<file path="src/rtl/keypad_scanner_if.sv">
// Keypad-side bundle: column drive out, row sense in, plus the decoded key event.
// The scanner uses the slave modport; whatever owns the keypad uses master.
interface keypad_scanner_if;
    logic [3:0] row;
    logic [3:0] col;
    logic [3:0] key_code;
    logic       key_valid;
    logic       key_held;

    modport slave (
        input  row,
        output col,
        output key_code,
        output key_valid,
        output key_held
    );

    modport master (
        output row,
        input  col,
        input  key_code,
        input  key_valid,
        input  key_held
    );
endinterface

</file>
<file path="src/rtl/keypad_scanner.sv">
// 4x4 hex keypad scanner: one active-low column at a time, rows sampled once per column window,
// full-scan snapshots debounced by a four-state FSM into a key code, a one-cycle valid pulse and a held flag.
module keypad_scanner #(
    parameter int SCAN_DIV       = 100000,
    parameter int DEBOUNCE_SCANS = 4
) (
    input  logic             clk,
    input  logic             rst_n,
    keypad_scanner_if.slave  kp
);

    localparam int              DIV_W    = $clog2(SCAN_DIV);
    localparam logic [DIV_W-1:0] DIV_LAST = DIV_W'(SCAN_DIV - 1);
    localparam logic [3:0]      DEB_MAX  = 4'(DEBOUNCE_SCANS);

    typedef enum logic [1:0] {
        IDLE,
        DEBOUNCE,
        HELD,
        RELEASE
    } state_t;

    logic [3:0]       row_meta_reg;
    logic [3:0]       row_sync_reg;
    logic [DIV_W-1:0] div_reg;
    logic [1:0]       col_idx_reg;
    logic [15:0]      snapshot_reg;

    state_t           state_reg,    state_next;
    logic [3:0]       cnt_reg,      cnt_next;
    logic [3:0]       pending_reg,  pending_next;
    logic [3:0]       key_code_reg, key_code_next;
    logic             key_valid_reg, key_valid_next;
    logic             key_held_reg, key_held_next;

    logic             div_last;
    logic             scan_end;
    logic [15:0]      snap_full;
    logic [4:0]       ones;
    logic [3:0]       cand_code;
    logic             cand_valid;
    logic             cand_none;
    logic [3:0]       cnt_inc;

    assign div_last = (div_reg == DIV_LAST);
    assign scan_end = div_last && (col_idx_reg == 2'd3);

    always_ff @(posedge clk or negedge rst_n) begin
        if (!rst_n) begin
            row_meta_reg <= 4'b1111;
            row_sync_reg <= 4'b1111;
            div_reg      <= '0;
            col_idx_reg  <= '0;
            snapshot_reg <= '0;
        end else begin
            row_meta_reg <= kp.row;
            row_sync_reg <= row_meta_reg;
            if (div_last) begin
                div_reg     <= '0;
                col_idx_reg <= col_idx_reg + 2'd1;
                // Stored inverted so a set bit means "pressed" at position {col, row}.
                snapshot_reg[col_idx_reg*4 +: 4] <= ~row_sync_reg;
            end else begin
                div_reg <= div_reg + DIV_W'(1);
            end
        end
    end

    // Column 3's sample is still in flight at scan end, so merge it in directly.
    always_comb begin
        snap_full        = snapshot_reg;
        snap_full[15:12] = ~row_sync_reg;
        ones             = '0;
        cand_code        = '0;
        for (int i = 0; i < 16; i++) begin
            if (snap_full[i]) begin
                ones      = ones + 5'd1;
                cand_code = 4'(i);
            end
        end
    end

    assign cand_valid = (ones == 5'd1);
    assign cand_none  = (ones == 5'd0);
    assign cnt_inc    = (cnt_reg >= DEB_MAX) ? DEB_MAX : cnt_reg + 4'd1;

    always_ff @(posedge clk or negedge rst_n) begin
        if (!rst_n) begin
            state_reg     <= IDLE;
            cnt_reg       <= '0;
            pending_reg   <= '0;
            key_code_reg  <= '0;
            key_valid_reg <= 1'b0;
            key_held_reg  <= 1'b0;
        end else begin
            state_reg     <= state_next;
            cnt_reg       <= cnt_next;
            pending_reg   <= pending_next;
            key_code_reg  <= key_code_next;
            key_valid_reg <= key_valid_next;
            key_held_reg  <= key_held_next;
        end
    end

    always_comb begin
        state_next     = state_reg;
        cnt_next       = cnt_reg;
        pending_next   = pending_reg;
        key_code_next  = key_code_reg;
        key_valid_next = 1'b0;
        key_held_next  = key_held_reg;

        if (scan_end) begin
            unique case (state_reg)
                IDLE: begin
                    if (cand_valid) begin
                        if (DEBOUNCE_SCANS == 1) begin
                            state_next     = HELD;
                            key_code_next  = cand_code;
                            key_valid_next = 1'b1;
                            key_held_next  = 1'b1;
                            cnt_next       = '0;
                        end else begin
                            state_next   = DEBOUNCE;
                            pending_next = cand_code;
                            cnt_next     = 4'd1;
                        end
                    end
                end
                DEBOUNCE: begin
                    if (cand_valid && cand_code == pending_reg) begin
                        if (cnt_inc >= DEB_MAX) begin
                            state_next     = HELD;
                            key_code_next  = pending_reg;
                            key_valid_next = 1'b1;
                            key_held_next  = 1'b1;
                            cnt_next       = '0;
                        end else begin
                            cnt_next = cnt_inc;
                        end
                    end else if (cand_valid) begin
                        pending_next = cand_code;
                        cnt_next     = 4'd1;
                    end else begin
                        state_next = IDLE;
                        cnt_next   = '0;
                    end
                end
                HELD: begin
                    // Other keys and ghosting are ignored until a clean release.
                    if (cand_none) begin
                        if (DEBOUNCE_SCANS == 1) begin
                            state_next    = IDLE;
                            key_held_next = 1'b0;
                            cnt_next      = '0;
                        end else begin
                            state_next = RELEASE;
                            cnt_next   = 4'd1;
                        end
                    end
                end
                RELEASE: begin
                    if (cand_none) begin
                        if (cnt_inc >= DEB_MAX) begin
                            state_next    = IDLE;
                            key_held_next = 1'b0;
                            cnt_next      = '0;
                        end else begin
                            cnt_next = cnt_inc;
                        end
                    end else begin
                        state_next = HELD;
                        cnt_next   = '0;
                    end
                end
                default: begin
                    state_next = IDLE;
                    cnt_next   = '0;
                end
            endcase
        end
    end

    assign kp.col       = ~(4'b0001 << col_idx_reg);
    assign kp.key_code  = key_code_reg;
    assign kp.key_valid = key_valid_reg;
    assign kp.key_held  = key_held_reg;

endmodule

</file>
<file path="src/flat_wrapper.sv">
// flat-port wrapper written by rule: the top's interface ports become plain ports
module keypad_scanner_flat 
#(
    parameter int SCAN_DIV       = 100000,
    parameter int DEBOUNCE_SCANS = 4
)
  (clk, rst_n, kp_row, kp_col, kp_key_code, kp_key_valid, kp_key_held);
  keypad_scanner_if kp_i ();
  input  logic clk;
  input  logic rst_n;
  input wire logic [$bits(kp_i.row)-1:0] kp_row;
  output wire logic [$bits(kp_i.col)-1:0] kp_col;
  output wire logic [$bits(kp_i.key_code)-1:0] kp_key_code;
  output wire logic [$bits(kp_i.key_valid)-1:0] kp_key_valid;
  output wire logic [$bits(kp_i.key_held)-1:0] kp_key_held;
  assign kp_i.row = kp_row;
  assign kp_col = kp_i.col;
  assign kp_key_code = kp_i.key_code;
  assign kp_key_valid = kp_i.key_valid;
  assign kp_key_held = kp_i.key_held;
  keypad_scanner #(.SCAN_DIV(SCAN_DIV), .DEBOUNCE_SCANS(DEBOUNCE_SCANS)) u_core (.clk(clk), .rst_n(rst_n), .kp(kp_i));
endmodule
</file>
<file path="config.mk">
export PLATFORM = sky130hd
export DESIGN_NAME = keypad_scanner_flat
export DESIGN_NICKNAME = d
export VERILOG_FILES = /design/src/rtl/keypad_scanner_if.sv /design/src/rtl/keypad_scanner.sv /design/src/flat_wrapper.sv
export SDC_FILE = /design/constraint.sdc
export NUM_CORES = 1
export LEC_CHECK = 0
export ABC_AREA = 1
export CAP_MARGIN = 10
export CORE_ASPECT_RATIO = 1.5
export CORE_MARGIN = 2
export CORE_UTILIZATION = 50
export CTS_CLUSTER_SIZE = 25
export DETAILED_ROUTE_END_ITERATION = 10
export HOLD_SLACK_MARGIN = 0.06
export PLACE_DENSITY = 0.7
export SYNTH_ARGS = -nofsm -noshare
export SYNTH_HDL_FRONTEND = slang
export SYNTH_SLANG_ARGS = --single-unit
</file>
<file path="constraint.sdc">
create_clock -name clk -period 7.2 [get_ports clk]
set_input_delay 2.16 -clock clk [delete_from_list [all_inputs] [get_ports clk]]
set_output_delay 2.16 -clock clk [all_outputs]
set_load 0.02 [all_outputs]
</file>
Word level (Yosys, flattened, before mapping). Index checks and enable logic that the tools add are counted.

Output and inout port bits: 10. Bits of input ports: 6. Register bits: 59. Logic and storage cells: 126.

Shift operators: 3. Add/sub/neg operators: 19. Muxes and demuxes: 61. Bitwise gates (word level): 2. Reductions and logical operators: 11. Eq/ne operators: 17. Order comparisons: 2.

Operators by type and width (number): $mux W5 (15); $add A5 B1 Y5 const B (14); $mux W4 (16); $neg A4 Y34 (1); $shift A4 B34 Y16 const A (1); $shiftx A4 B34 Y16 (1); $mux W2 (9); $add A17 B1 Y17 const B (1); $eq A17 B17 Y1 const B (1); $mux W17 (1); $bwmux W16 (1); $pmux W4 S4 (1); $mux W3 (4); $ne A2 B1 Y1 const B (6); $reduce_and A6 Y1 (2); $mux W1 (11); $ne A3 B3 Y1 const B (3); $ge A4 B3 Y1 const B (2); $not A4 Y4 (2); $pmux W2 S4 (1); $pmux W4 S2 (1); $eq A2 B2 Y1 const B (3); $reduce_and A3 Y1 (2); $eq A5 B1 Y1 const B (1); 13 further kinds (15).

Depth between registers and ports, before layout.
Word-level depth: 36. Mapped depth: 60. Gate-level depth less buffers: 60.

Least setup slack after synthesis. Ideal clock, no wire load.

Path kind: register -> register. Start: reg u_core.snapshot_reg[0]. End: reg u_core.cnt_reg[0]. Arrival: 7679 ps. Stages on the path, launching flop included: 59. Setup slack: -599 ps. Library setup time: 120 ps. Period minus slack after synthesis: 7799 ps. Buffers on the path: 0. Data required time: 7080 ps. Path through: dfrtp_1 inv_1 ha_1 inv_1 nand2_4 nand2_2 inv_1 ha_1 nand2_1 nand2_1 ha_1 or2_1 nand2_1 inv_1 ha_1 nand2_1 nand2_2 ha_1 [23 not listed] nand2_1 inv_1 ha_1 nand2_1 nand2_1 ha_1 nand2_1 o21ai_0 nor2_1 inv_1 nor2_8 nand2_4 nand3_1 nand2_1 nor2_2 inv_2 nand2_1 nand2_1.

Cells in the longest elaborated chain, start to end: 35. Elaborated cells on any way between the ends: 41. Classes of those cells: add/sub (15); eq/ne (3); mux (20); reduce/logical (3).

Ends and longest elaborated chain: start: declaration (line keypad_scanner.sv:27) `logic [15:0] snapshot_reg;`; start signal: indexed assignment (line keypad_scanner.sv:62) `snapshot_reg[col_idx_reg*4 +: 4] <= ~row_sync_reg;`; $mux W1 (*) (line keypad_scanner.sv:76) `if (snap_full[i]) begin`; $add A1 B1 Y2 (line keypad_scanner.sv:77) `ones = ones + 5'd1;`; $mux W5 (*) (line keypad_scanner.sv:76); $add A5 B1 Y5 (line keypad_scanner.sv:77); $mux W5 (*) (line keypad_scanner.sv:76); $add A5 B1 Y5 (line keypad_scanner.sv:77); $mux W5 (*) (line keypad_scanner.sv:76); $add A5 B1 Y5 (line keypad_scanner.sv:77); [19 not listed]; $add A5 B1 Y5 (line keypad_scanner.sv:77); $mux W5 (*) (line keypad_scanner.sv:76); $add A5 B1 Y5 (line keypad_scanner.sv:77); $mux W5 (*) (line keypad_scanner.sv:76); $eq A5 B1 Y1 (line keypad_scanner.sv:83) `assign cand_valid = (ones == 5'd1);`; $mux W1 or $logic_and A1 B1 Y1 (tied branches) (line keypad_scanner.sv:141, keypad_scanner.sv:131); $mux W4 (line keypad_scanner.sv:131) `if (cand_valid && cand_code == pending_reg) begin`; $pmux W4 S4 (line keypad_scanner.sv:114) `unique case (state_reg)`; end signal: assignment (line keypad_scanner.sv:97) `cnt_reg <= cnt_next;`; end: declaration (line keypad_scanner.sv:30) `logic [3:0] cnt_reg, cnt_next;`.

Mark *: on every way between the ends. The rest lies on a longest branch, timed or not. A chain may end at the register's enable or synchronous reset.

Final worst setup path.
Start: reg u_core.snapshot_reg[1]. End: reg u_core.cnt_reg[1].

Cells in the longest elaborated chain, start to end: 33. Elaborated cells on any way between the ends: 54. Classes of those cells: add/sub (14); eq/ne (4); mux (33); reduce/logical (3).

Ends and longest elaborated chain (line): $mux W5 (keypad_scanner.sv:76); $add A5 B1 Y5 (keypad_scanner.sv:77); $mux W5 (keypad_scanner.sv:76); $add A5 B1 Y5 (keypad_scanner.sv:77); $mux W5 (keypad_scanner.sv:76); $add A5 B1 Y5 (keypad_scanner.sv:77); $mux W5 (keypad_scanner.sv:76); $add A5 B1 Y5 (keypad_scanner.sv:77); [17 not listed]; $add A5 B1 Y5 (keypad_scanner.sv:77); $mux W5 (keypad_scanner.sv:76); $add A5 B1 Y5 (keypad_scanner.sv:77); $mux W5 (keypad_scanner.sv:76); $eq A5 B1 Y1 (keypad_scanner.sv:83); $logic_and A1 B1 Y1 (keypad_scanner.sv:131); $mux W4 (keypad_scanner.sv:131); $pmux W4 S4 (keypad_scanner.sv:114).

Several ways; a longest one is shown, not always the timed one.

==> metrics.md <==
| Metric | Value |
|---|---|
| Antenna viol nets, final | `0` |
| Mean Syn Cell Area | `6.57 um2` |
| Crit path kind | `flip-flop to flip-flop` |
| Power density cells | `105 mW/mm2` |
| CTS H-tree lvls | `2` |
| Synth cell types | `42` |
| CP max stage cell | `dfrtp_1` |
| Max reg flops | `17` |
| I/O Pins | `16` |
| Top cell type's share of synthesized area | `about 26%` |
| All-Layer GR Usage | `24.2%` |
| Initial antenna violation count | `0` |
| Pins Over Slew Limit | `0` |
| Leakage | `3.50 nW` |
| Failing checks | `negative setup slack` |
| Post-synthesis sequential area ratio | `30.3%` |
| Setup Viol. Count Final | `16` |
| Levels on crit path | `57` |
| Wire per inst | `13.0 um` |
| Worst R2R End | `u_core.cnt_reg[1]` |
| Max cap viols | `0` |
| Worst min-delay path startpoint | `u_core.row_meta_reg[3]` |
| First-pass GRT wire length | `19200 um` |
| Most numerous cell in the Yosys netlist | `nand2_1` |
| Total routed wirelength | `11700 um` |
| Slew @ Worst Pin | `0.906 ns` |
| Period utilisation layout | `105%` |
| CP dominant cell by count | `nand2_4` |
| Non-filler instance count after layout | `899` |
| Min setup slack post-route | `-0.364 ns` |
| Pwr Total | `0.647 mW` |
| Synth top cells by count | `204 x nand2_1, 135 x inv_1, 55 x nand3_1, 53 x nor2_1, 47 x dfrtp_1` |
| Clk sinks | `55` |
| Area of the mapped netlist | `about 0.0046 mm2` |
| Worst-path fanout max | `4` |
| Peak supply drop | `0.218 mV` |
| Clock latency on the worst-skew pair | `0.30 ns` |
| Rows | `42` |
| R2r startpoint | `u_core.snapshot_reg[1]` |
| Crit path required time | `7.43 ns` |
| Synth Flop Type | `dfrtp_1` |
| Critical path's top delay family | `adder cells` |
| Layout cell share with drive strength beyond 1 | `33.6%` |
| HPWL after DPL | `7780 um` |
| Async SR Flop Fraction | `100%` |
| Via density | `just over 5` |
| Outcome | `complete, but fails checks` |
| Post-synthesis register bit count | `55` |
| Die Wd | `82.1 um` |
| Highest clock rate | `132 MHz` |
| CTS Root Buffer Type | `clkbuf_16` |
| Final hold vios | `0` |
| Vias in the first global route | `about 4500` |
| Syn Inst Count | `around 700` |
| Worst-path clk slew | `about 0.070 ns` |
| Reg2Reg Setup Slack | `-0.36 ns` |
| Via count | `~4600` |
| Headroom to the max-slew limit | `39.1%` |
| Worst reg-to-reg path cell count | `57` |
| Largest net degree at the start of global routing | `56` |
| Crit start category | `flip-flop` |
| CTS tree | `yes` |
| Cts bufs inserted | `5` |
| CTS max path bufs | `2` |
| Grt total ovfl | `0` |
| Die Y | `between 100 and 150 um` |
| P&R area growth vs syn | `35.4%` |
| Core Region | `0.00888 mm2` |
| Yosys warnings | `0` |
| Initial DRT Pass Iterations | `4` |
| CP endpoint kind | `flip-flop` |
| Top cell type by total area after synthesis | `dfrtp_1` |
| N_diodes | `0` |
| Hold Slack | `0.348 ns` |
| DRT iter0 DRCs | `around 200` |
| Total nets after synthesis | `723` |
| DRC Markers | `0` |
| Post-placement cell count | `838` |
| Area contributors post-synth | `dfrtp_1 26%, nand2_1 17%, inv_1 11%` |
| WP buf/inv | `7` |
| WHS Endpoint | `u_core.row_sync_reg[3]` |
| Die ar. | `just under 0.01 mm2` |
| Tmin final | `7.56 ns` |
| Final Core Density | `a little over two thirds` |
| Max incr delay on CP | `approximately 0.40 ns` |
| Hold depth | `0` |
| Clock skew | `~0.011 ns` |
| Port Buffer Count | `15` |
| Routability cong. | `0.918` |
| CP arrival | `~7.8 ns` |
| Worst Hold Class | `flip-flop to flip-flop` |
| Initial core utilization | `51.5%` |
| EDFF count, synth | `0` |
| RSZ-0062 raised after global routing | `yes` |
| Layout Nets | `816` |
report_power, final:
part	switching, mW	total [mW]	internal, mW
combinational	0.0348	0.0575	0.0227
sequential	0.00364	0.317	0.313
clock	0.109	0.273	0.164
total	0.147	0.647	0.500
routing by layer:
metal	up-vias	part of all wire (%)	global-route usage (%)
li1	2342	-	-
met1	2178	37	25.0
met2	92	58	47.9
met3	30	2.1	2.68
met4	0	3.0	8.13
met5	-	0	0
cells by family after synthesis:
group,after synthesis,synth area share [%]
buffers and inverters,146,12.3
AND/OR/NAND/NOR,409,42.8
XOR/XNOR,8,1.70
flip-flops,55,30.3
AO/OA/AOI/OAI,55,6.87
adder cells (fa/ha/maj),22,6.02
metrics by stage:
step	setup TNS (ns)	setup slack [ns]	cell area, um2
after floorplan	-0.0547	-0.0216	4730
after global placement	-2.26	-0.183	5150
after detailed placement	-6.25	-0.437	5150
after CTS	-4.58	-0.331	5870
after global routing	-10.44	-0.691	6190
final	-5.13	-0.364	6190
worst max path at each step:
stage | startpoint | end
2_1_floorplan | u_core.snapshot_reg[1] | u_core.cnt_reg[0]
3_3_place_gp | u_core.snapshot_reg[1] | u_core.cnt_reg[0]
3_5_place_dp | u_core.snapshot_reg[1] | u_core.cnt_reg[0]
4_1_cts | u_core.snapshot_reg[1] | u_core.cnt_reg[0]
5_1_grt | u_core.snapshot_reg[1] | u_core.cnt_reg[0]
6_report | u_core.snapshot_reg[1] | u_core.cnt_reg[1]
cells in the final DEF, fill, tap and decap left out, drive strengths merged, types with 14 or more instances in the layout:
master / count
clkdlybuf4s50: 14
o21ai: 23
dfrtp: 47
nand2: 245
nor2: 60
buf: 76
a21oi: 17
ha: 22
nand3: 73
inv: 140
what timing repair did:
| action | CTS | global route |
|---|---|---|
| hold buffers | 0 | 0 |
| setup buffers | 50 | 7 |
| gates cloned | 0 | 0 |
| resized for setup | 42 | 75 |
| endpoints found under the setup margin | 16 | 16 |
| pin swaps | 48 | 66 |
layout make-up:
cell class | count | area [um2]
well taps | 110 | 138
clock buffers | 6 | 129
repair buffers | 90 | 719
clock inverters | 2 | 37.5
fillers | 739 | 2700
flip-flops and latches | 55 | 1390
multi-input cells | 494 | 3230
inverters | 142 | 551
(Power assumes the default switching activity.)
